==> config.mk <==
export PLATFORM = sky130hd
export DESIGN_NAME = fetch_unit_flat
export DESIGN_NICKNAME = d
export VERILOG_FILES = /design/src/rtl/fetch_pkg.sv /design/src/rtl/fetch_if.sv /design/src/rtl/fetch_fifo.sv /design/src/rtl/fetch_unit.sv /design/src/flat_wrapper.sv
export SDC_FILE = /design/constraint.sdc
export NUM_CORES = 1
export LEC_CHECK = 0
export ABC_AREA = 1
export CORE_MARGIN = 1
export CORE_UTILIZATION = 59
export CTS_CLUSTER_SIZE = 10
export DETAILED_ROUTE_END_ITERATION = 6
export PLACE_DENSITY = 0.85
export RECOVER_POWER = 50
export SLEW_MARGIN = 20
export SYNTH_ARGS = -nofsm -noshare
export SYNTH_HDL_FRONTEND = slang
export SYNTH_HIERARCHICAL = 1
export SYNTH_SLANG_ARGS = --single-unit
==> constraint.sdc <==
create_clock -name clk -period 6.25 [get_ports clk]
set_input_delay 0.625 -clock clk [delete_from_list [all_inputs] [get_ports clk]]
set_output_delay 0.625 -clock clk [all_outputs]
set_load 0.05 [all_outputs]
==> src/rtl/fetch_pkg.sv <==
// Shared types and helpers for the instruction fetch front end.
package fetch_pkg;

    typedef enum logic [1:0] {RUN, DROP, HALT} fetch_state_e;

    localparam int DEF_ADDR_W  = 16;
    localparam int DEF_INSTR_W = 16;

    typedef struct packed {
        logic [DEF_INSTR_W-1:0] instr;
        logic [DEF_ADDR_W-1:0]  pc;
    } fetch_entry_t;

    // Occupancy counters must be able to hold the value DEPTH itself.
    function automatic int cntWidth(input int depth);
        return $clog2(depth + 1);
    endfunction

endpackage

==> src/rtl/fetch_if.sv <==
// Fetch front-end bundle: redirect/halt control, memory handshake and decode port.
interface fetch_if
    import fetch_pkg::*;
#(
    parameter int ADDR_W  = 16,
    parameter int INSTR_W = 16,
    parameter int DEPTH   = 4
);
    localparam int CNT_W = cntWidth(DEPTH);

    logic               redirect;
    logic [ADDR_W-1:0]  redirect_pc;
    logic               halt_req;
    logic               mem_req;
    logic [ADDR_W-1:0]  mem_addr;
    logic               mem_ack;
    logic [INSTR_W-1:0] mem_rdata;
    logic               out_valid;
    logic               out_ready;
    logic [INSTR_W-1:0] out_instr;
    logic [ADDR_W-1:0]  out_pc;
    logic [ADDR_W-1:0]  out_pc_next;
    logic [CNT_W-1:0]   level;
    logic               idle;

    modport master (
        input  redirect, redirect_pc, halt_req, mem_ack, mem_rdata, out_ready,
        output mem_req, mem_addr, out_valid, out_instr, out_pc, out_pc_next, level, idle
    );

    modport slave (
        output redirect, redirect_pc, halt_req, mem_ack, mem_rdata, out_ready,
        input  mem_req, mem_addr, out_valid, out_instr, out_pc, out_pc_next, level, idle
    );

endinterface

==> src/rtl/fetch_fifo.sv <==
// Synchronous first-word-fall-through FIFO with clear; DEPTH must be a power of 2.
module fetch_fifo
    import fetch_pkg::*;
#(
    parameter  int WIDTH = 32,
    parameter  int DEPTH = 4,
    localparam int CNT_W = cntWidth(DEPTH)
) (
    input  logic             clk,
    input  logic             rst_n,
    input  logic             clear_i,
    input  logic             push_i,
    input  logic [WIDTH-1:0] data_i,
    input  logic             pop_i,
    output logic [WIDTH-1:0] data_o,
    output logic [CNT_W-1:0] level_o
);
    localparam int AW = $clog2(DEPTH);
    localparam logic [CNT_W-1:0] FULL = CNT_W'(DEPTH);

    logic [WIDTH-1:0] mem_q [DEPTH];
    logic [AW-1:0]    wrPtr_q, rdPtr_q;
    logic [CNT_W-1:0] level_q;
    logic             doPush, doPop;

    assign doPush = push_i && (level_q != FULL);
    assign doPop  = pop_i && (level_q != '0);

    // Pointers are exactly log2(DEPTH) bits wide, so incrementing wraps them.
    always_ff @(posedge clk) begin
        if (!rst_n || clear_i) begin
            wrPtr_q <= '0;
            rdPtr_q <= '0;
            level_q <= '0;
        end else begin
            if (doPush) wrPtr_q <= wrPtr_q + AW'(1);
            if (doPop)  rdPtr_q <= rdPtr_q + AW'(1);
            level_q <= level_q + CNT_W'(doPush) - CNT_W'(doPop);
        end
    end

    always_ff @(posedge clk) begin
        if (doPush && !clear_i) mem_q[wrPtr_q] <= data_i;
    end

    assign data_o  = mem_q[rdPtr_q];
    assign level_o = level_q;

endmodule

==> src/rtl/fetch_unit.sv <==
// Instruction fetch front end: PC sequencing, memory req/ack, prefetch queue, redirect and halt.
module fetch_unit
    import fetch_pkg::*;
#(
    parameter int                ADDR_W   = 16,
    parameter int                INSTR_W  = 16,
    parameter int                DEPTH    = 4,
    parameter int                PC_STEP  = 2,
    parameter logic [ADDR_W-1:0] RESET_PC = '0
) (
    input  logic     clk,
    input  logic     rst_n,
    fetch_if.master  bus
);
    localparam int CNT_W   = cntWidth(DEPTH);
    localparam int ENTRY_W = INSTR_W + ADDR_W;
    localparam logic [ADDR_W-1:0] STEP = ADDR_W'(PC_STEP);
    localparam logic [CNT_W-1:0]  FULL = CNT_W'(DEPTH);

    fetch_state_e      state_q, state_d;
    logic              memReq_q, memReq_d;
    logic [ADDR_W-1:0] memAddr_q, memAddr_d;
    logic [ADDR_W-1:0] target_q, target_d;
    logic              haltPend_q, haltPend_d;
    logic              idle_q, idle_d;

    logic [CNT_W-1:0]   level;
    logic [ENTRY_W-1:0] head;
    logic               outValid, popReq, ackSeen, roomAfterAck;
    logic               push, fifoPop, clear;

    assign outValid     = (level != '0);
    assign popReq       = outValid && bus.out_ready;
    assign ackSeen      = memReq_q && bus.mem_ack;
    // A request is only issued with room, so an ack never arrives with the queue full.
    assign roomAfterAck = popReq || (level < FULL - CNT_W'(1));

    always_comb begin
        state_d    = state_q;
        memReq_d   = memReq_q;
        memAddr_d  = memAddr_q;
        target_d   = target_q;
        haltPend_d = haltPend_q;
        push       = 1'b0;
        fifoPop    = popReq;
        clear      = 1'b0;
        if (bus.redirect) begin
            clear      = 1'b1;
            fifoPop    = 1'b0;
            haltPend_d = 1'b0;
            if (!memReq_q || bus.mem_ack) begin
                memAddr_d = bus.redirect_pc;
                memReq_d  = 1'b1;
                state_d   = RUN;
            end else begin
                target_d = bus.redirect_pc;
                state_d  = DROP;
            end
        end else begin
            case (state_q)
                RUN: begin
                    if (ackSeen) begin
                        push      = 1'b1;
                        memAddr_d = memAddr_q + STEP;
                        memReq_d  = roomAfterAck && !bus.halt_req;
                        if (bus.halt_req) state_d = HALT;
                    end else if (bus.halt_req) begin
                        state_d = HALT;
                    end else if (!memReq_q && level < FULL) begin
                        memReq_d = 1'b1;
                    end
                end
                DROP: begin
                    if (ackSeen) begin
                        memAddr_d  = target_q;
                        memReq_d   = !(haltPend_q || bus.halt_req);
                        state_d    = (haltPend_q || bus.halt_req) ? HALT : RUN;
                        haltPend_d = 1'b0;
                    end else if (bus.halt_req) begin
                        haltPend_d = 1'b1;
                    end
                end
                HALT: begin
                    if (ackSeen) begin
                        push      = 1'b1;
                        memAddr_d = memAddr_q + STEP;
                        memReq_d  = 1'b0;
                    end
                end
                default: state_d = RUN;
            endcase
        end
        idle_d = (state_d == HALT) && !memReq_d;
    end

    always_ff @(posedge clk) begin
        if (!rst_n) begin
            state_q    <= RUN;
            memReq_q   <= 1'b0;
            memAddr_q  <= RESET_PC;
            target_q   <= '0;
            haltPend_q <= 1'b0;
            idle_q     <= 1'b0;
        end else begin
            state_q    <= state_d;
            memReq_q   <= memReq_d;
            memAddr_q  <= memAddr_d;
            target_q   <= target_d;
            haltPend_q <= haltPend_d;
            idle_q     <= idle_d;
        end
    end

    fetch_fifo #(.WIDTH(ENTRY_W), .DEPTH(DEPTH)) u_fifo (
        .clk     (clk),
        .rst_n   (rst_n),
        .clear_i (clear),
        .push_i  (push),
        .data_i  ({bus.mem_rdata, memAddr_q}),
        .pop_i   (fifoPop),
        .data_o  (head),
        .level_o (level)
    );

    assign bus.mem_req     = memReq_q;
    assign bus.mem_addr    = memAddr_q;
    assign bus.level       = level;
    assign bus.idle        = idle_q;
    assign bus.out_valid   = outValid;
    assign bus.out_instr   = outValid ? head[ENTRY_W-1:ADDR_W] : '0;
    assign bus.out_pc      = outValid ? head[ADDR_W-1:0] : '0;
    assign bus.out_pc_next = outValid ? head[ADDR_W-1:0] + STEP : '0;

endmodule

==> src/flat_wrapper.sv <==
// flat-port wrapper written by rule: the top's interface ports become plain ports
module fetch_unit_flat import fetch_pkg::*;
#(
    parameter int                ADDR_W   = 16,
    parameter int                INSTR_W  = 16,
    parameter int                DEPTH    = 4,
    parameter int                PC_STEP  = 2,
    parameter logic [ADDR_W-1:0] RESET_PC = '0
)
  (clk, rst_n, bus_redirect, bus_redirect_pc, bus_halt_req, bus_mem_ack, bus_mem_rdata, bus_out_ready, bus_mem_req, bus_mem_addr, bus_out_valid, bus_out_instr, bus_out_pc, bus_out_pc_next, bus_level, bus_idle);
  fetch_if #(.ADDR_W(ADDR_W), .INSTR_W(INSTR_W), .DEPTH(DEPTH)) bus_i ();
  input  logic clk;
  input  logic rst_n;
  input wire logic [$bits(bus_i.redirect)-1:0] bus_redirect;
  input wire logic [$bits(bus_i.redirect_pc)-1:0] bus_redirect_pc;
  input wire logic [$bits(bus_i.halt_req)-1:0] bus_halt_req;
  input wire logic [$bits(bus_i.mem_ack)-1:0] bus_mem_ack;
  input wire logic [$bits(bus_i.mem_rdata)-1:0] bus_mem_rdata;
  input wire logic [$bits(bus_i.out_ready)-1:0] bus_out_ready;
  output wire logic [$bits(bus_i.mem_req)-1:0] bus_mem_req;
  output wire logic [$bits(bus_i.mem_addr)-1:0] bus_mem_addr;
  output wire logic [$bits(bus_i.out_valid)-1:0] bus_out_valid;
  output wire logic [$bits(bus_i.out_instr)-1:0] bus_out_instr;
  output wire logic [$bits(bus_i.out_pc)-1:0] bus_out_pc;
  output wire logic [$bits(bus_i.out_pc_next)-1:0] bus_out_pc_next;
  output wire logic [$bits(bus_i.level)-1:0] bus_level;
  output wire logic [$bits(bus_i.idle)-1:0] bus_idle;
  assign bus_i.redirect = bus_redirect;
  assign bus_i.redirect_pc = bus_redirect_pc;
  assign bus_i.halt_req = bus_halt_req;
  assign bus_i.mem_ack = bus_mem_ack;
  assign bus_i.mem_rdata = bus_mem_rdata;
  assign bus_i.out_ready = bus_out_ready;
  assign bus_mem_req = bus_i.mem_req;
  assign bus_mem_addr = bus_i.mem_addr;
  assign bus_out_valid = bus_i.out_valid;
  assign bus_out_instr = bus_i.out_instr;
  assign bus_out_pc = bus_i.out_pc;
  assign bus_out_pc_next = bus_i.out_pc_next;
  assign bus_level = bus_i.level;
  assign bus_idle = bus_i.idle;
  fetch_unit #(.ADDR_W(ADDR_W), .INSTR_W(INSTR_W), .DEPTH(DEPTH), .PC_STEP(PC_STEP), .RESET_PC(RESET_PC)) u_core (.clk(clk), .rst_n(rst_n), .bus(bus_i));
endmodule
Yosys cells after proc, flatten, opt, wreduce, memory -nomap -nowiden:

Memory sizes are Yosys's and may differ from the RTL's. A register that Yosys moved wholly into a read port is not among the register bits.
Cells that the tools add are included.
W data, S select, Z words.

* register bits after elaboration: 44
* memory bits (writable): 128
* bits of input ports: 38
* word-level logic and storage cells: 87
* memories: 1

* $add $sub $neg: 6
* magnitude comparators: 2
* equal/unequal tests: 7
* muxes and demuxes: 33
* bitwise operators: 2
* reduce and logical (&&, ||, !) cells: 27

Memory list
* u_core.u_fifo.mem_q: depth 4, bits a word 32, rd ports 1, clocked after memory_dff 1, wr ports 1, line fetch_fifo.sv:21 `logic [WIDTH-1:0] mem_q [DEPTH];`

Operators with widths (number)
* $mux W16: 7
* $add A16 B2 Y16 const B: 2
* $pmux W16 S2: 1
* $mux W1: 17
* $mux W2: 6
* $logic_and A1 B1 Y1: 8
* $logic_not A1 Y1: 6
* $pmux W2 S3: 1
* $reduce_bool A3 Y1: 2
* $add A2 B1 Y2 const B: 2
* $eq A2 B2 Y1 const B: 2
* $logic_or A1 B1 Y1: 4
* $reduce_and A2 Y1: 2
* $reduce_and A4 Y1: 1
* $reduce_or A2 Y1: 2
* $add A3 B1 Y3: 1
* $lt A3 B2 Y1 const B: 1
* $lt A3 B3 Y1 const B: 1
* $ne A3 B1 Y1 const B: 1
* $ne A3 B2 Y1 const B: 1
* $ne A3 B3 Y1 const B: 1
* $pmux W1 S3: 1
* $sub A3 B1 Y3: 1
* $eq A2 B1 Y1 const B: 1
* other kinds (4): 5

Longest topological paths before layout:

* word-level depth: 9
* mapped depth: 16

Cells and area by module:

The synthesis kept the hierarchy.

Modules (own cells, without submodules)
* fetch_fifo: times used 1, cells each 376, area each 5265.0 µm², sequential area each 4023.9 µm²
* fetch_unit: times used 1, cells each 452, area each 2606.2 µm², sequential area each 740.7 µm²

Worst setup path before layout:

Ideal clock, no wire load.

* path kind: input to register
* start: input port bus_redirect
* end: memory u_core.u_fifo.mem_q[0][0], enable pin
* data arrival time: 2960 ps
* required time: 5829 ps
* slack: 2869 ps
* stages: 5
* buffers on the path: 2
* cell sequence: buf_2 -> clkbuf_1 -> nor3_1 -> nand3b_1 -> nor2_1

* cells in the longest elaborated chain, start to end: 5

Ends and longest elaborated chain
* start: declaration: line flat_wrapper.sv:14 `input wire logic [$bits(bus_i.redirect)-1:0] bus_redirect;`
* $mux W1: line fetch_unit.sv:47 `if (bus.redirect) begin`
* net u_core.push: line fetch_unit.sv:30 `logic push, fifoPop, clear;`
* $logic_and A1 B1 Y1: line fetch_fifo.sv:26 `assign doPush = push_i && (level_q != FULL);`
* $logic_and A1 B1 Y1: line fetch_fifo.sv:43 `if (doPush && !clear_i) mem_q[wrPtr_q] <= data_i;`
* $mux W1: line fetch_fifo.sv:43
* $mux W1 (implied by the code): line fetch_fifo.sv:43
* end: declaration: line fetch_fifo.sv:21

The timed path passes the listed nets, and every way through them passes these cells.

==> results.md <==
- Logic pwr share: 6.9%
- Global Route Usage Sum: 25.87%
- Die area: 13810 µm²
- Hold Crit Start: u_core/target_q[4]
- Antenna cells: 0
- Maxcap violations: 0
- Psw: 0.0005997 W
- Warnings, synthesis: 6
- Vias in the first global route: 5649
- Maximum fanout along the worst path: 64
- Required @ worst endpoint: 5.62 ns
- Period minus WS final: 4.613 ns
- Vias: 6152
- Most numerous cell in the Yosys netlist: nor2_1
- Cells on Worst Hold Path: 2
- Port Buf Inserts: 107
- Worst r2r dst: u_core/u_fifo/level_o[2]
- Largest net degree at the start of global routing: 65
- Worst skew pair latency: 0.43 ns
- Wire per inst: 15.60 µm
- Iteration-0 DRC Markers: 541
- CTS tree: built
- Avg Cell Area, Syn: 9.506 µm²
- Sum Neg Setup Slack: 0 ns
- Post-cts sizing count: 0
- Critical Path End Type: output pin
- WHS Endpoint: u_core/target_q[4]
- Worst-case hold slack: 0.4577 ns
- CTS Buf Count: 17
- Final GP Congestion: 0.8428
- Core Util, Final: 74.91%
- Post-Synthesis Cells: 828
- Hold Vio Cnt, Final: 0
- Worst EP arrival: 3.99 ns
- Max_slew headroom: 30.38%
- First drt pass iteration count: 5
- Unrepaired setup endpoints after global routing: no
- Async SR Flop Fraction: 0%
- Die Span Y: 117.5 µm
- Clock sinks: 174
- CTS Buffer Depth: 2
- Routed WL: 17300 µm
- Critical Setup Path Class: register to output pin
- Synth top area share: 48.83%
- # IOs: 108
- Leading cell types by count after synthesis: nor2_1 (163), edfxtp_1 (128), nand2_1 (119), inv_1 (72), a21oi_1 (59)
- Library cells used by synthesis: 37
- Fill cell count: 881
- Root Driver: clkbuf_16
- R2R cell count: 10
- Clock share of power: 42.8%
- Sw frac: 23.39%
- Post-synth EDFFs: 128
- Status: finished clean
- Worst slew pin tran: 1.044 ns
- Grt total ovfl: 0
- DIE WIDTH: 117.5 µm
- Register share of total power: 50.2%
- CORE AREA: 12820 µm²
- Pins Over Slew Limit: 0
- Startpoint Class: register
- First-pass GRT wire length: 28010 µm
- Setup Skew: 0.01022 ns
- Worst vdd ir: 0.2213 mV
- Antenna Violating Nets Remaining: 0
- Maximum clock frequency: 216.8 MHz
- Layout Nets: 971
- Syn Nets: 875
- Period Utilization, post-route: 73.81%
- Initial core utilization: 61.38%
- PD cells: 266.9 nW/µm²
- Hold Path Class: register to register
- Synth area leaders: edfxtp_1 (49%), dfxtp_1 (12%), nor2_1 (7.8%)
- Cell Area, Synth: 7871 µm²
- #FFs+latches synth: 174
- Post-CTS Setup Repair Bufs: 0
- Initial antenna violation count: 1
- DRC: 0
- Post-synth top flop: edfxtp_1
- Area growth syn-to-layout: 22.05%
- Yosys top cell by area: edfxtp_1
- Sequential fraction of the synthesis area: 60.53%
- FP Rows: 41
- Internal power: 0.001964 W
- H-tree depth: 4
- DP Wirelength: 11050 µm
- Setup slack, reg-to-reg: 3.35 ns
- Final count of negative-setup-slack endpoints: 0
- Worst-path clk slew: 0.06 ns
- R2r startpoint: u_core/state_q[0]
- Layout cells sized above 1: 6.510%
- Static leakage: 3.604 nW
- Cts-stage hold buffer count: 0
- Vias per cell: 5.547
## sequential cells by signal, summed over array words and instances, names as in the netlist, named ones only
| signal | flops |
|---|---|
| u_core/u_fifo/mem_q | 128 |
| u_core/bus.mem_addr | 16 |
| u_core/target_q | 16 |
| u_core/u_fifo/level_o | 3 |
| u_core/state_q | 2 |
| u_core/u_fifo/rdPtr_q | 2 |
| u_core/u_fifo/wrPtr_q | 2 |
| u_core/bus.idle | 1 |
| u_core/bus.mem_req | 1 |
| u_core/haltPend_q | 1 |
## layout make-up
type	count	area, µm²	share of cell area [%]
Tap cell	172	215.2	2.240
Sequential cell	174	4766	49.61
Inverter	77	296.5	3.087
Clock buffer	17	425.4	4.428
Timing Repair Buffer	116	1131	11.77
Clock inverter	15	196.4	2.045
Multi-Input combinational cell	538	2576	26.82
## per-layer routing
metal  GRT usage [%]  wire length, µm  up-vias
met5               0               13        -
met4           9.535              180        2
met3           4.603             1337       16
met2           42.16             8435      286
met1           34.85             7334     2837
li1                -                -     3011
## per-stage QoR
step                power [W]  std cells  area [µm²]  worst slack (ns)
floorplan            0.001414        828        7871             2.869
detailed placement   0.001494       1077        8992             2.133
finish               0.002564       1109        9607             1.637
CTS                  0.002579       1109        9614             1.655
global placement     0.001491       1077        8992             2.238
global route         0.002639       1109        9607             1.343
## worst max-delay path, cell delays in order, from the launching register on
cell and delay, ns:
dfxtp_2 0.43, buf_4 0.32, inv_8 0.34, o21ai_0 0.13, o22ai_1 0.35, ha_1 0.27
nand3_2 0.11, nor2_2 0.14, nand2_2 0.08, nor2_4 0.13, nand2_4 0.07, nor2_4 0.11
nand2_1 0.06, nand2_1 0.06, inv_1 0.04, nor2_1 0.09, clkdlybuf4s50_1 0.80
## cells in the final DEF (no fill, tap or decap), types with 7 or more instances in the layout
cell type        Yosys  layout
clkbuf_16            0      17
o21ai_1             28      28
clkdlybuf4s50_1      0      69
inv_1               72      74
a21oi_1             59      59
nor3_1               7       7
inv_6                0       7
dlygate4sd3_1        0      38
nand2_1            119     119
o22ai_1             32      32
nor2_1             163     159
buf_4                4       7
dfxtp_1             46      45
nand3_1             31      31
edfxtp_1           128     128
o21ai_0             55      55
ha_1                 8       8
## worst max path at each step
stage / from / to / slack (ns) / cells after the start
global route: register / bus_out_pc_next[13] / 1.34 / 16
global placement: register / bus_out_pc_next[13] / 2.24 / 16
detailed placement: register / bus_out_pc_next[13] / 2.13 / 16
finish: register / bus_out_pc_next[13] / 1.64 / 16
CTS: register / bus_out_pc_next[13] / 1.66 / 16
floorplan: bus_redirect / u_core/u_fifo/mem_q[0][0] / 2.87 / 5
## cells by family after synthesis
logic type	share of synthesized area, %
buf+inv	6.947
flops	60.53
fa+ha+maj	1.526
xor+xnor	0.3339
simple gates	18.07
compound gates	12.59
## power groups by stage
stage	combinational [W]	sequential, W	clock [W]
6_report	0.000178	0.00129	0.00110
4_1_cts	0.000183	0.00129	0.00111
3_5_place_dp	0.000182	0.00131	0
5_1_grt	0.000194	0.00129	0.00116
3_3_place_gp	0.000179	0.00131	0
2_1_floorplan	0.0000829	0.00133	0
No activity file was read; power rests on OpenSTA's default activity.
